File: src/rtl/ssemi_cic_decimator.sv
// N-stage CIC (Hogenauer) decimator: integrators at the input rate, combs at fs/R,
// round-half-up scaling to OUT_WIDTH and a held valid/ready output register.
module ssemi_cic_decimator #(
    parameter int IN_WIDTH   = 16,
    parameter int OUT_WIDTH  = 32,
    parameter int NUM_STAGES = 5,
    parameter int MAX_DECIM  = 64
) (
    input  logic                          i_clk,
    input  logic                          i_rst_n,
    input  logic                          i_enable,
    input  logic [$clog2(MAX_DECIM):0]    i_decim_ratio,
    input  logic signed [IN_WIDTH-1:0]    i_data,
    input  logic                          i_valid,
    output logic                          o_ready,
    output logic signed [OUT_WIDTH-1:0]   o_data,
    output logic                          o_valid,
    input  logic                          i_ready,
    output logic                          o_overrun,
    output logic                          o_cfg_err,
    output logic                          o_busy
);
    localparam int CW    = $clog2(MAX_DECIM);
    localparam int RW    = CW + 1;
    localparam int W_INT = IN_WIDTH + NUM_STAGES * CW;
    localparam int SHIFT = W_INT - OUT_WIDTH;

    localparam logic [RW-1:0]           RATIO_MIN = RW'(2);
    localparam logic [RW-1:0]           RATIO_MAX = RW'(MAX_DECIM);
    localparam logic signed [W_INT-1:0] ROUND     = W_INT'(1) << (SHIFT - 1);

    logic signed [W_INT-1:0] integ    [NUM_STAGES];
    logic signed [W_INT-1:0] comb_dly [NUM_STAGES];
    logic signed [W_INT-1:0] comb_x   [NUM_STAGES];
    logic signed [W_INT-1:0] comb_out;
    logic signed [W_INT-1:0] rounded;
    logic signed [W_INT-1:0] scaled;

    logic [CW-1:0] count;
    logic [RW-1:0] ratio_q;
    logic [RW-1:0] ratio_clamped;
    logic [RW-1:0] ratio_eff;
    logic          ratio_bad;
    logic          cfg_loaded;
    logic          strobe;
    logic          accept;
    logic          last_sample;

    assign o_ready = i_enable;
    assign accept  = i_valid && i_enable;
    assign o_busy  = o_valid || strobe || (count != '0);

    // The ratio is not yet registered on the enabling cycle, so use the clamped port value then.
    always_comb begin
        ratio_bad     = (i_decim_ratio < RATIO_MIN) || (i_decim_ratio > RATIO_MAX);
        ratio_clamped = i_decim_ratio;
        if (i_decim_ratio < RATIO_MIN) begin
            ratio_clamped = RATIO_MIN;
        end else if (i_decim_ratio > RATIO_MAX) begin
            ratio_clamped = RATIO_MAX;
        end
        ratio_eff   = cfg_loaded ? ratio_q : ratio_clamped;
        last_sample = ({1'b0, count} == (ratio_eff - 1'b1));
    end

    // NOTE: blocking assignments are right inside always_comb; each stage reads the value the previous line just computed.
    always_comb begin
        comb_out = integ[NUM_STAGES-1];
        for (int k = 0; k < NUM_STAGES; k++) begin
            comb_x[k] = comb_out;
            comb_out  = comb_out - comb_dly[k];
        end
        rounded = comb_out + ROUND;
        scaled  = rounded >>> SHIFT;
    end

    // NOTE: the stage arrays are small register files, not RAM, so clearing them on reset is cheap and required.
    always_ff @(posedge i_clk or negedge i_rst_n) begin
        if (!i_rst_n) begin
            for (int k = 0; k < NUM_STAGES; k++) begin
                integ[k]    <= '0;
                comb_dly[k] <= '0;
            end
            count      <= '0;
            ratio_q    <= RATIO_MIN;
            cfg_loaded <= 1'b0;
            strobe     <= 1'b0;
            o_data     <= '0;
            o_valid    <= 1'b0;
            o_overrun  <= 1'b0;
            o_cfg_err  <= 1'b0;
        end else if (!i_enable) begin
            for (int k = 0; k < NUM_STAGES; k++) begin
                integ[k]    <= '0;
                comb_dly[k] <= '0;
            end
            count      <= '0;
            ratio_q    <= RATIO_MIN;
            cfg_loaded <= 1'b0;
            strobe     <= 1'b0;
            o_data     <= '0;
            o_valid    <= 1'b0;
            o_overrun  <= 1'b0;
            o_cfg_err  <= 1'b0;
        end else begin
            if (!cfg_loaded) begin
                cfg_loaded <= 1'b1;
                ratio_q    <= ratio_clamped;
                o_cfg_err  <= ratio_bad;
            end

            strobe <= accept && last_sample;

            // Every stage updates from pre-edge values; only stage 0 sees the new sample.
            if (accept) begin
                integ[0] <= integ[0] + W_INT'(i_data);
                for (int k = 1; k < NUM_STAGES; k++) begin
                    integ[k] <= integ[k] + integ[k-1];
                end
                count <= last_sample ? '0 : count + 1'b1;
            end

            if (strobe) begin
                for (int k = 0; k < NUM_STAGES; k++) begin
                    comb_dly[k] <= comb_x[k];
                end
                o_data  <= scaled[OUT_WIDTH-1:0];
                o_valid <= 1'b1;
                if (o_valid && !i_ready) begin
                    o_overrun <= 1'b1;
                end
            end else if (o_valid && i_ready) begin
                o_valid <= 1'b0;
            end
        end
    end

endmodule

File: config.mk
export PLATFORM = sky130hd
export DESIGN_NAME = ssemi_cic_decimator
export DESIGN_NICKNAME = d
export VERILOG_FILES = /design/src/rtl/ssemi_cic_decimator.sv
export SDC_FILE = /design/constraint.sdc
export NUM_CORES = 2
export LEC_CHECK = 0
export BUFFER_PORTS_ARGS = -buffer_cell sky130_fd_sc_hd__buf_2
export CORE_MARGIN = 3
export CORE_UTILIZATION = 25
export CTS_CLUSTER_DIAMETER = 40
export CTS_CLUSTER_SIZE = 24
export DETAILED_ROUTE_END_ITERATION = 7
export GPL_TIMING_DRIVEN = 1
export PLACE_DENSITY = 0.5
export SETUP_SLACK_MARGIN = 0.4
export SYNTH_ARGS = -nofsm -noshare
export SYNTH_HDL_FRONTEND = slang
export SYNTH_SLANG_ARGS = --single-unit
File: constraint.sdc
create_clock -name i_clk -period 28.7 [get_ports i_clk]
set_input_delay 0 -clock i_clk [delete_from_list [all_inputs] [get_ports i_clk]]
set_output_delay 0 -clock i_clk [all_outputs]
set_load 0.02 [all_outputs]
; After elaboration in Yosys (flattened, before gate mapping)
; Index checks and enable logic that the tools add are counted.
[op_classes]
addsub = 13
order_cmp = 2
eq_ne = 6
mux = 23
n_reduce_logical = 10
[op_table]
columns = operator, count
row1 = two-way mux 230 bit, 4
row2 = subtractor 46 bit, 5
row3 = adder 46 bit, 4
row4 = two-way mux 32 bit, 2
row5 = adder 46 x 15 -> 46 bit (second input constant), 1
row6 = adder 46 x 16 -> 46 bit, 1
row7 = two-way mux 7 bit, 4
row8 = two-way mux 6 bit, 3
row9 = two-way mux 1 bit, 10
row10 = == test 6 x 7 -> 1 bit, 1
row11 = greater-than comparator 7 bit (second input constant), 1
row12 = < comparator 7 x 2 -> 1 bit (second input constant), 1
row13 = subtractor 7 x 1 -> 7 bit (second input constant), 1
row14 = adder 6 x 1 -> 6 bit (second input constant), 1
row15 = != test 2 x 1 -> 1 bit (second input constant), 3
row16 = nonzero test 6 bit, 1
row17 = logical AND 1 bit, 4
row18 = logical OR 1 bit, 3
row19 = != test 3 x 1 -> 1 bit (second input constant), 1
row20 = != test 2 bit (second input constant), 1
row21 = AND reduction 2 bit, 1
row22 = logical NOT 1 bit, 1
[word_totals]
regBits = 510
inputBits = 28
out_inout_bits = 37

; Longest topological paths before layout
[logic_depth]
ltp_word = 9
depth_mapped = 56
ltp_nobuf = 56

; Worst setup path after synthesis
; Ideal clock, no wire load.
[synth_path]
path_type = register to register
startpoint = register integ (netlist bit comb_x[185])
endpoint = register o_data[31]
arrival_ns = 9.505
t_required_ns = 28.563
path_slack_ns = 19.057
path_stages_with_launch = 53
n_path_buf = 0
period_less_slack_ns = 9.643
path_cell_list = dfrtp_1 -> ha_1 -> nor2b_1 -> o31a_1 -> o31ai_1 -> nor2_1 -> nor2_1 -> o21bai_1 -> and2_1 -> o21ai_0 -> nand2b_1 -> a21oi_1 -> xnor2_1 -> ha_1 -> nand3_1 -> nor3_1 -> or3_1 -> a21o_1 -> [17 not listed] -> a311oi_1 -> o21ai_1 -> a21oi_1 -> xnor2_1 -> ha_1 -> ha_1 -> nand4_1 -> nor2_1 -> nor2_1 -> nand2_1 -> a21o_1 -> a31o_2 -> a21o_1 -> a21oi_1 -> o21bai_1 -> xnor2_1 -> xnor2_1 -> a21oi_1
[synth_between]
elab_chain_cells = 8
[synth_lines]
columns = item, line_no
row1 = start: declaration, 32  ; logic signed [W_INT-1:0] integ [NUM_STAGES];
row2 = start signal: indexed assignment, 118  ; integ[k] <= integ[k] + integ[k-1];
row3 = subtractor 46 bit (5 in series), 71  ; comb_out = comb_out - comb_dly[k];
row4 = adder 46 x 15 -> 46 bit, 73  ; rounded = comb_out + ROUND;
row5 = two-way mux 32 bit, 123  ; if (strobe) begin
row6 = two-way mux 32 bit, 92  ; end else if (!i_enable) begin
row7 = end signal: assignment, 127  ; o_data <= scaled[OUT_WIDTH-1:0];
row8 = end: declaration, 16  ; output logic signed [OUT_WIDTH-1:0] o_data,
; Every way passes these cells. The select of a mux whose other input is x is not followed.
; A chain may end at the register's enable or synchronous reset.

; Final worst setup path
; Ends and elaborated chain as after synthesis.

==> out/qor_table.md <==
| Step | Result | This run |
| --- | --- | --- |
| timing | Clock period minus final worst setup slack | 11030 ps |
| clock tree | Count of H-tree levels built during CTS | 3 |
| clock tree | Number of gates resized after cts | 0 |
| floorplan | Effective utilization at floorplan | 25.3% |
| worst setup path | Worst R2R End | o_data[31] |
| timing | Unrepaired setup endpoints after global routing | false |
| worst setup path | Startpoint type of the worst setup path | register |
| clock tree | TritonCTS clock tree | done |
| timing | Maximum clock frequency | 90.7 MHz |
| finish | Net total in the final layout | 5591 |
| synth | Post-Synth Simple-Gate Area | 13.5% |
| synth | Cell area after technology mapping | 43100 µm² |
| synth | Dominant cell by count in the synthesized netlist | nor2_1 |
| synth | Yosys warning count | 0 |
| worst setup path | Worst-case reg-to-reg path depth | 52 |
| hold path | Hold wc startpoint | i_ready |
| clock tree | Post-CTS clock slew at the launch and capture registers of the worst setup and hold paths | 50 ps |
| synth | Area share of xor/xnor cells in the synthesized design | 8.41% |
| synth | Mapped Nets | 5527 |
| detailed routing | Count of TritonRoute iterations in the first routing pass | 5 |
| timing | Post-Route Skew | 47.9 ps |
| worst setup path | Largest fanout on the critical path | 6 |
| placement | Number of buffer cells added on primary ports | 64 |
| detailed routing | Post-route DRC violation count | 0 |
| worst setup path | WS Path Type | reg2reg |
| detailed routing | Routed via count divided by cell count | 4.56 |
| worst setup path | Capturing element type of the critical path | register |
| timing | Total Negative Setup Slacks | 0 ps |
| synth | Mux contribution to synthesized area | 8.30% |
| worst setup path | Required time at the endpoint of the critical path | 29260 ps |
| finish | Area Growth Syn to Fin | 16.5% |
| timing | Setup-failing EPs final | 0 |
| synth | Synthesized-area fraction occupied by ao, oa, aoi and oai cells | 20.9% |
| clock tree | Buffer depth of the longest clock path | 3 |
| worst setup path | Largest stage delay on the critical path | 470 ps |
| global route | Largest net degree at the start of global routing | 153 |
| finish | Count of fill cells added during filler insertion | 18100 |
| floorplan | Num ports | 65 |
| synth | Number of flops mapped to enable cells by yosys | 0 |
| hold path | Worst hold path endpoint | o_valid |
| synth | Post-Synth Adder-Cell Area | 14.8% |
| floorplan | Horizontal die dimension | 421 µm |
| detailed routing | Via count | 33900 |
| placement | RePlAce Congestion | 0.827 |
| placement | Number of placed instances with taps included | 7205 |
| timing | Tightest slew margin relative to the limit | 33.9% |
| clock tree | Buffer count from post-CTS setup fixing | 0 |
| synth | Cell taking the most area after synthesis | dfrtp_1 |
| synth | Proportion of synthesized chip area in sequential cells | 29.6% |
| status | Outcome | finished clean |
| timing | Final-report hold violation count | 0 |
| detailed routing | Final routed wire length divided by cell count | 13.3 µm |
| finish | Share of post-route cells with drive strength above 1 | 6.59% |
| worst setup path | WP buf/inv | 0 |
| worst setup path | R2R Setup Slk | 17670 ps |
| clock tree | Clk sink count | 510 |
| global route | Grt ovf | 0 |
| finish | Area of combinational cells with multiple inputs | 28400 µm² |
| worst setup path | Most repeated library cell on the critical path | a21oi_1 |
| synth | Primary FF master, synth | dfrtp_1 |
| synth | Post-synth top area share | 29.5% |
| clock tree | Root Buffer | clkbuf_16 |
| detailed routing | Sum of routed wire length over all layers | 99400 µm |
| finish | Non-filler cells in the finished layout | 7452 |
| worst setup path | Master of the slowest instance on the critical path | o31ai_1 |
| synth | Cells after synthesis | 4995 |
| clock tree | Clock insertion delay at the later pin of the skew report | 720 ps |
| run | Number of violations of the max-capacitance limit | 0 |
| placement | DPL Wire Length | 72800 µm |
| synth | Post-synthesis cell type count | 96 |
| synth | Synth cell count leaders | nor2_1, dfrtp_1, ha_1 |
| global route | Via count of the first global-routing pass | 34000 |
| synth | Total of flip-flops plus latches after synthesis | 510 |
| synth | Largest family of logic cells by synthesized area | compound AO/OA/AOI/OAI gates |
| finish | Antenna cells | 0 |
| hold path | Hold Path Depth | 5 |
| timing | Final cycle utilization of the critical path | 38.4% |
| worst setup path | Worst path arrival time | 11590 ps |
| worst setup path | Gate family responsible for the most delay along the worst path | compound AO/OA/AOI/OAI gates |
| global route | Number of antenna violations at the first check in global routing | 0 |
| global route | Global-route usage over all layers | 11.2% |
| worst setup path | Worst reg2reg path startpoint | comb_x[185] |
| floorplan | Floorplan Core Area | 170000 µm² |
| clock tree | Inserted Clock Buffers | 110 |
| floorplan | Die boundary height | 421 µm |
| hold path | Tightest Hold Check Type | in2reg |
| detailed routing | Detailed Route Iter0 Violations | 1505 |
| timing | Worst hold slack | 109 ps |
| finish | Area of all sequential standard cells | 12800 µm² |
| synth | Fraction of synthesis flops using an asynchronous set or reset pin | 100% |
| synth | Post-Syn Area per Cell | 8.63 µm² |
| floorplan | Row count | 151 |
| timing | Transition time at the pin with the least slew margin | 991 ps |
| floorplan | Die Outline Area | 178000 µm² |
| detailed routing | Final antenna-violating net count | 0 |
| synth | Top cells by area, synth | dfrtp_1, ha_1, mux2i_1 |
| global route | First-pass GRT wire length | 171000 µm |
| timing | Final number of max-transition violations | 0 |
-- repair_timing --
action                     in CTS  in global routing
hold endpoints to repair      241                  0
setup endpoints to repair       0                  0
hold buffers                   37                  0
-- placed cells by master (no fill, tap or decap), drive strengths merged, types with 13 or more instances in the layout --
cell type,count
dfrtp,509
clkbuf,143
and2,22
a31o,13
clkinv,32
a211oi,56
o21a,34
o211ai,21
inv,353
ha,495
buf,87
nor2,598
a211o,15
xnor2,274
o31ai,22
o21ai,282
nand2b,56
nor2b,50
mux2i,355
a31oi,49
dlygate4sd3,36
nand3,89
or2,13
o21bai,85
xor2,139
nor3,40
or3,17
a21oi,417
nand4,48
nand2,280
clkinvlp,16
a21o,274
and3,32
-- tightest hold or removal path, stage by stage --
cell           delay [ps]
dlygate4sd3_1         520
buf_2                 100
nor2b_1                40
nor2_1                 80
nor2_1                 40
-- sequential cells by signal, summed over array words and instances, names as in the netlist --
signal,cells
cfg_loaded,1
comb_dly,230
comb_x,46
count,6
integ,184
o_cfg_err,1
o_data,32
o_overrun,1
o_valid,1
ratio_q,7
strobe,1
-- metal layers --
layer / vias up / track usage [%] / routed length [µm] / part of all wire (%)
met1: 15500 / 15.5 / 50800 / 51
met4: 0 / 3.13 / 2470 / 2.5
met3: 164 / 1.91 / 2880 / 2.9
met5: - / 0 / 0 / 0
li1: 18000 / - / - / -
met2: 364 / 17.9 / 43200 / 44
-- stage by stage --
step / area, µm² / setup slack (ps) / utilization (%)
6_report: 50200 / 17670 / 29.5
5_1_grt: 50200 / 16750 / 29.5
3_5_place_dp: 45900 / 17720 / 26.9
2_1_floorplan: 43100 / 19060 / -
4_1_cts: 50200 / 17680 / 29.5
3_3_place_gp: 45900 / 17730 / 26.9
-- cell families (layout without fill, tap and decap cells) --
group	after synthesis	count (layout)
and+or+nand+nor	1296	1296
muxes	357	357
adders and majority gates	504	504
buffers and inverters	517	679
xor gates and xnor gates	413	413
DFF	510	510
AOI/OAI and AO/OA	1398	1398
-- worst max path at each step --
stage                      from    endpoint  slack [ps]  depth (start not counted)
floorplan           comb_x[185]  o_data[31]       19060                         52
global route        comb_x[185]  o_data[31]       16750                         52
CTS                 comb_x[185]  o_data[31]       17680                         52
global placement    comb_x[185]  o_data[31]       17730                         52
finish              comb_x[185]  o_data[31]       17670                         52
detailed placement  comb_x[185]  o_data[31]       17720                         52
-- cell type report --
class / instances / share of cell area, %
sequential: 510 / 25.4
clock inverter: 67 / 1.75
clock buffer: 143 / 6.12
timing repair buffer: 123 / 1.83
multi-input combinational: 3968 / 56.6
tap: 2295 / 5.71
inverter: 346 / 2.60
Power is not shown: default switching activity piles up to over one toggle a cycle in this logic, so the estimate is an artifact.
